==> src/rtl/assert_track_pkg.sv <==
// Shared types and defaults for the assertion result tracker.
package assert_track_pkg;

   typedef enum logic [1:0] {
      ST_IDLE  = 2'd0,
      ST_PASS  = 2'd1,
      ST_FAIL  = 2'd2,
      ST_ALARM = 2'd3
   } trk_state_t;

   localparam int CNT_W_DEF      = 16;
   localparam int FAIL_LIMIT_DEF = 4;

endpackage

==> src/rtl/assert_result_tracker_sat_counter.sv <==
// Saturating up-counter: holds at all-ones instead of wrapping.
module sat_counter #(
   parameter int WIDTH = 16
) (
   input  logic             clk,
   input  logic             rst,
   input  logic             clr,
   input  logic             inc,
   output logic [WIDTH-1:0] count
);

   logic [WIDTH-1:0] r_count;

   always_ff @(posedge clk) begin
      if (rst || clr) begin
         r_count <= '0;
      end else if (inc && (r_count != '1)) begin
         r_count <= r_count + WIDTH'(1);
      end
   end

   assign count = r_count;

endmodule

==> src/rtl/assert_result_tracker.sv <==
// Qualifies checker results, keeps saturating pass/fail totals and raises a sticky
// alarm on a run of FAIL_LIMIT consecutive fails. Macro ASSERT_TRACK_ERR_EN enables
// detection of illegal match==fail samples.
//
// state    | meaning
// ---------+---------------------------------------------------------
// ST_IDLE  | no qualified sample since reset/clear
// ST_PASS  | last qualified sample passed
// ST_FAIL  | last sample failed, streak still below FAIL_LIMIT
// ST_ALARM | streak reached FAIL_LIMIT; absorbing until clr/rst
module assert_result_tracker
   import assert_track_pkg::*;
#(
   parameter int CNT_W      = CNT_W_DEF,
   parameter int FAIL_LIMIT = FAIL_LIMIT_DEF,
   parameter int STRK_W     = $clog2(FAIL_LIMIT + 1)
) (
   input  logic              clk,
   input  logic              rst,
   input  logic              chk_vld,
   input  logic              match,
   input  logic              fail,
   input  logic              clr,
   output logic [CNT_W-1:0]  pass_cnt,
   output logic [CNT_W-1:0]  fail_cnt,
   output logic [STRK_W-1:0] streak,
   output trk_state_t        state,
   output logic              alarm,
   output logic              err
);

   localparam logic [STRK_W-1:0] LIMIT_S = STRK_W'(FAIL_LIMIT);

   logic              w_legal;
   logic              w_err_smp;
   logic              w_take;
   logic              w_pass_smp;
   logic              w_fail_smp;
   logic [STRK_W-1:0] w_streak_inc;

   logic [STRK_W-1:0] r_streak;
   trk_state_t        r_state;
   logic              r_alarm;
   logic              r_err;

`ifdef ASSERT_TRACK_ERR_EN
   assign w_legal   = (match != fail);
   assign w_err_smp = chk_vld & ~w_legal;
`else
   logic w_unused_fail;
   assign w_unused_fail = fail;
   assign w_legal       = 1'b1;
   assign w_err_smp     = 1'b0;
`endif

   // clr drops a coincident sample, so it gates the counter increments too
   assign w_take       = chk_vld & ~clr;
   assign w_pass_smp   = w_take & w_legal & match;
   assign w_fail_smp   = w_take & w_legal & ~match;
   assign w_streak_inc = (r_streak == LIMIT_S) ? r_streak : r_streak + STRK_W'(1);

   sat_counter #(.WIDTH(CNT_W)) u_pass_cnt (
      .clk   (clk),
      .rst   (rst),
      .clr   (clr),
      .inc   (w_pass_smp),
      .count (pass_cnt)
   );

   sat_counter #(.WIDTH(CNT_W)) u_fail_cnt (
      .clk   (clk),
      .rst   (rst),
      .clr   (clr),
      .inc   (w_fail_smp),
      .count (fail_cnt)
   );

   always_ff @(posedge clk) begin
      if (rst || clr) begin
         r_streak <= '0;
         r_state  <= ST_IDLE;
         r_alarm  <= 1'b0;
         r_err    <= 1'b0;
      end else begin
         if (w_pass_smp) begin
            r_streak <= '0;
            if (r_state != ST_ALARM) r_state <= ST_PASS;
         end else if (w_fail_smp) begin
            r_streak <= w_streak_inc;
            // IDLE/PASS always hold streak 0, so one rule covers every non-alarm state
            if (r_state != ST_ALARM) begin
               if (w_streak_inc == LIMIT_S) begin
                  r_state <= ST_ALARM;
                  r_alarm <= 1'b1;
               end else begin
                  r_state <= ST_FAIL;
               end
            end
         end
         if (w_err_smp) r_err <= 1'b1;
      end
   end

   assign streak = r_streak;
   assign state  = r_state;
   assign alarm  = r_alarm;
   assign err    = r_err;

endmodule

==> config.mk <==
export PLATFORM = sky130hd
export DESIGN_NAME = assert_result_tracker
export DESIGN_NICKNAME = d
export VERILOG_FILES = /design/src/rtl/assert_track_pkg.sv /design/src/rtl/assert_result_tracker_sat_counter.sv /design/src/rtl/assert_result_tracker.sv
export SDC_FILE = /design/constraint.sdc
export NUM_CORES = 1
export LEC_CHECK = 0
export CORE_MARGIN = 2
export CORE_UTILIZATION = 35
export CTS_CLUSTER_DIAMETER = 120
export CTS_CLUSTER_SIZE = 30
export DETAILED_ROUTE_END_ITERATION = 10
export HOLD_SLACK_MARGIN = 0.1
export SYNTH_ARGS = -nofsm -noshare
export SYNTH_HDL_FRONTEND = slang
export SYNTH_SLANG_ARGS = --single-unit
==> constraint.sdc <==
create_clock -name clk -period 2.25 [get_ports clk]
set_input_delay 0.225 -clock clk [delete_from_list [all_inputs] [get_ports clk]]
set_output_delay 0.225 -clock clk [all_outputs]
set_load 0.05 [all_outputs]
# --- After elaboration in Yosys (flattened, before gate mapping) ---
# Index checks and enable logic that the tools add are counted.
totals:
  reg_bits: 38
  latch_bits: 0
  mem_bits_rw: 0
  rom_bits: 0
  output_inout_bits: 39
  n_memories: 0
op_classes:
  addsub: 3
  mul: 0
  div_mod_pow: 0
  magnitude_cmp: 0
  n_eq_ne: 7
  n_shift: 0
  muxes: 6
  bitwise_logic: 6
  n_reduce_logical: 7
ops:
  columns: ["cell", "count"]
  rows:
  - ["16-bit by 1-bit adder with 16-bit output (second input constant)", 2]
  - ["16-bit inequality test (second input constant)", 2]
  - ["2-bit two-way mux", 4]
  - ["3-bit equality test (second input constant)", 2]
  - ["2-bit inequality test (second input constant)", 3]
  - ["4-bit AND reduction", 1]
  - ["3-bit by 1-bit adder with 3-bit output (second input constant)", 1]
  - ["1-bit AND", 3]
  - ["3-bit two-way mux", 1]
  - ["1-bit inverter", 3]
  - ["3-bit AND reduction", 1]
  - ["1-bit logical AND", 2]
  - ["2-bit nonzero test", 1]
  - ["2-bit OR reduction", 1]
  - ["1-bit logical OR", 1]
  - ["1-bit two-way mux", 1]

# --- Longest topological paths before layout ---
depth:
  word_depth: 7
  ltp_mapped: 7
  ltp_nobuf: 6

# --- By module ---
# From an unflattened synthesis, not the netlist that was laid out.
unflattened:
  hier_cells: 231
  hier_area_um2: 2043.2
modules_own_cells:
  columns: ["mod", "instances", "cells_per_inst", "area_each_um2"]
  rows:
  - ["sat_counter", 2, 95, 847.1]
  - ["assert_result_tracker", 1, 41, 349.1]

# --- Worst setup path before layout ---
# OpenSTA, ideal clock, no wires.
synth_timing:
  path_type: "reg2reg"
  startpoint: "register u_fail_cnt.r_count[1], in the netlist u_fail_cnt.count[1]"
  endpoint: "register u_fail_cnt.r_count[2], in the netlist u_fail_cnt.count[2]"
  setup_time_ns: 0.070
  arrival_ns: 2.145
  required_time_ns: 2.180
  path_slack_ns: 0.035
  stages_incl_launch_ff: 7
  path_buffers: 1
  synth_period_minus_slack_ns: 2.215
  path_cell_list: "dfxtp_1 > ha_1 > nand4_1 > nor4_2 > clkbuf_1 > o21ai_0 > a21oi_1"
synth_via:
  elab_chain_len: 2
  elab_cells_between_ends: 3
synth_lines:
  columns: ["element", "line", "rtl"]
  rows:
  - ["from (decl)", "assert_result_tracker_sat_counter.sv:12", "logic [WIDTH-1:0] r_count;"]
  - ["from (signal assigned)", "assert_result_tracker_sat_counter.sv:18", "r_count <= r_count + WIDTH'(1);"]
  - ["branches (longest 2 deep; another with 16-bit by 1-bit adder with 16-bit output)", null, null]
# Several ways; the timed one is not identified.
# A chain may end at the register's enable or synchronous reset.

# --- Worst setup path after layout ---
layout_timing:
  startpoint: "input chk_vld"
  endpoint: "register u_pass_cnt.r_count[15], in the netlist u_pass_cnt.count[15]"
layout_via:
  elab_chain_len: 3
layout_lines:
  columns: ["element", "line", "rtl"]
  rows:
  - ["from (decl)", "assert_result_tracker.sv:20", "input logic chk_vld,"]
  - ["1-bit AND", "assert_result_tracker.sv:57", "assign w_take = chk_vld & ~clr;"]
  - ["1-bit AND", "assert_result_tracker.sv:58", "assign w_pass_smp = w_take & w_legal & match;"]
  - ["1-bit logical AND", "assert_result_tracker_sat_counter.sv:17", "end else if (inc && (r_count != '1)) begin"]
  - ["to (signal assigned)", "assert_result_tracker_sat_counter.sv:18", null]
  - ["to (decl)", "assert_result_tracker_sat_counter.sv:12", null]
# Every way passes these cells.

==> results.toml <==
[run_status]
status = "completed"

[power]
leakage_nw = 0.770
powerDensity_mw_per_mm2 = 474
ir_worst_vdd_mv = 0.219
p_total_mw = 1.24

[timing]
period_share_pct = 84.7
tightest_slew_ns = 0.502
relSlewSlack_pct = 66.4
hold_viol_final = 0
setup-tns-final_ns = 0
clock.fmax_mhz = 525
setup_viol = 0
slew_viol_final = 0
setup_ws_ns = 0.344
rsz0062_at_grt = "false"
finClkSkew_ns = 0.00391
final.min_clock_period_ns = 1.91

[clock_tree]
cts_tree = "yes"
root_buffer = "clkbuf_8"
cts.sinks = 38
ctsHoldBuffers = 0
post_cts_resized = 0
cts_setup_buffers = 0
clk_pin_slew_ns = 0.08
cts_max_level = 2
cts.path.max_buffers = 2
clk_latency_ns = 0.29
cts_buffers = 5

[drt]
ant_nets = 0
drt-initial-drc-count = 120
post_drt_wl_per_cell_um = 13.6
viasPerCell = 5.65
routed_wl_um = 4920
firstDrtPassIters = 4
drcViolationCount = 0
vias = 2050

[die]
coreArea_sq_mm = 0.00547
pin_count = 45
rows = 27
start_util_pct = 36.2
dieArea_sq_mm = 0.00628
die_w_um = 79.2
die_y_um = 79.2

[synth]
ys_types = 42
synthArstFlopShare_pct = 0
syn-mean-instance-area_sq_um = 8.32
ys_seq_elements = 38
synth_edf_count = 0
synthCells = 238
syn_area_sq_mm = 0.00198
synth_nets = 248
ys_seq_area_share_pct = 38.4
synth_flop_cell = "dfxtp_1"
yosys_warnings = 0

[worst_hold_path]
hold_path_end = "alarm"
hold_class = "flop to flop"
whs_path_depth = 2
min_from = "alarm"

[worst_setup_path]
path_max_fanout = 6
critPathCaptureType = "flop"
crit_required_ns = 2.47
r2r_cells = 4
r2r-end = "u_pass_cnt.count[15]"
r2r-start = "u_pass_cnt.count[6]"
cp.arrival_ns = 2.13
regToRegSetupSlack_ns = 0.37
crit_type = "input port to flop"
cp-start-kind = "input port"

[global_route]
grt_max_degree = 34
track_usage_pct = 16.5
grt_first_pass_wirelength_um = 8420
grt_pass1_vias = 1765
grt_overflow_total = 0
antenna_found_initial = 0

[finish]
final_cell_mix = "42 x clkdlybuf4s50_1, 38 x dfxtp_1, 31 x a21oi_1"
fill_cells = 582
diodes = 0
layout-drive-gt1-share_pct = 9.62
syn_to_final_growth_pct = 32.3
mostFrequentLayoutCell = "clkdlybuf4s50_1"
fin_nets = 300
final_core_util_pct = 47.9

[placement]
place_ws_ns = 0.0512
gp_congestion = 0.759
io_buffers = 42
dp_hpwl_um = 3380

[run]
maxCapViolCount = 0
## layer usage
layer / vias to the layer above / wire length, um / global-route usage [%]
met1: 968 / 2450 / 23.5
met3: 2 / 163 / 3.64
met2: 36 / 2280 / 24.7
li1: 1044 / - / -
met4: 0 / 34 / 5.17
met5: - / 0 / 0
## logic make-up (layout without fill, tap and decap cells)
kind of cell,count (synthesis),after routing,share of synthesized area [%]
AND/OR/NAND/NOR,104,104,31.6
AO/OA/AOI/OAI,76,76,23.5
flip-flops,38,38,38.4
buffers and inverters,15,68,3.79
adder cells (fa/ha/maj),4,4,2.53
other,1,1,0.189
## how the worst max path moves through the flow
stage | depth (start not counted) | end | slack, ns | from
after floorplan | 6 | u_fail_cnt.count[2] | 0.03 | u_fail_cnt.count[1]
after global placement | 5 | u_pass_cnt.count[15] | 0.04 | chk_vld
after detailed placement | 5 | u_pass_cnt.count[15] | 0.05 | chk_vld
after CTS | 5 | u_pass_cnt.count[15] | 0.35 | chk_vld
after global routing | 4 | u_pass_cnt.count[15] | 0.22 | u_pass_cnt.count[2]
final | 5 | u_pass_cnt.count[15] | 0.34 | chk_vld
## sequential cells by signal, indices dropped and copies added (netlist names)
| register | count |
|---|---|
| u_pass_cnt.count | 16 |
| u_fail_cnt.count | 16 |
| streak | 3 |
| alarm | 1 |
| state | 2 |
## area by class of cell
class | instances | area (sq um) | share of cell area, %
Clock buffer | 7 | 86.3 | 3.30
Clock inverter | 1 | 5.00 | 0.191
Inverter | 6 | 22.5 | 0.860
Multi-Input combinational cell | 185 | 1140 | 43.7
Sequential cell | 38 | 761 | 29.0
Tap cell | 72 | 90.1 | 3.44
Timing Repair Buffer | 54 | 510 | 19.5
## cell usage after synthesis, types with 6 or more instances
master | n | area share, %
dfxtp_1 | 38 | 38
a21oi_1 | 31 | 7.8
nand2_1 | 18 | 3.4
o21ai_0 | 15 | 3.8
nand4_1 | 14 | 4.4
o31ai_1 | 14 | 5.3
or3_1 | 13 | 4.1
or4_1 | 12 | 4.5
nand3_1 | 11 | 2.8
nor2_1 | 7 | 1.3
clkbuf_1 | 6 | 1.1
inv_1 | 6 | 1.1
nor3_1 | 6 | 1.5
## report_power, final
part | switching, mW | internal (mW) | total, mW
Clock | 0.247 | 0.248 | 0.495
Sequential | 0.00316 | 0.674 | 0.677
Combinational | 0.0439 | 0.0262 | 0.0700
Total | 0.294 | 0.948 | 1.24
## critical path: stages
cell and delay (ns):
clkdlybuf4s50_1 0.54, and4b_1 0.24, or4b_4 0.50, or4_1 0.48, a21oi_1 0.14
## per-stage QoR
| step | hold slack (ns) | cells | instance area (sq um) |
|---|---|---|---|
| after floorplan | 0.377 | 238 | 1980 |
| after global placement | 0.471 | 355 | 2530 |
| after detailed placement | 0.468 | 355 | 2530 |
| after CTS | 0.497 | 363 | 2620 |
| after global routing | 0.529 | 363 | 2620 |
| final | 0.491 | 363 | 2620 |
No activity file was read; power rests on OpenSTA's default activity.
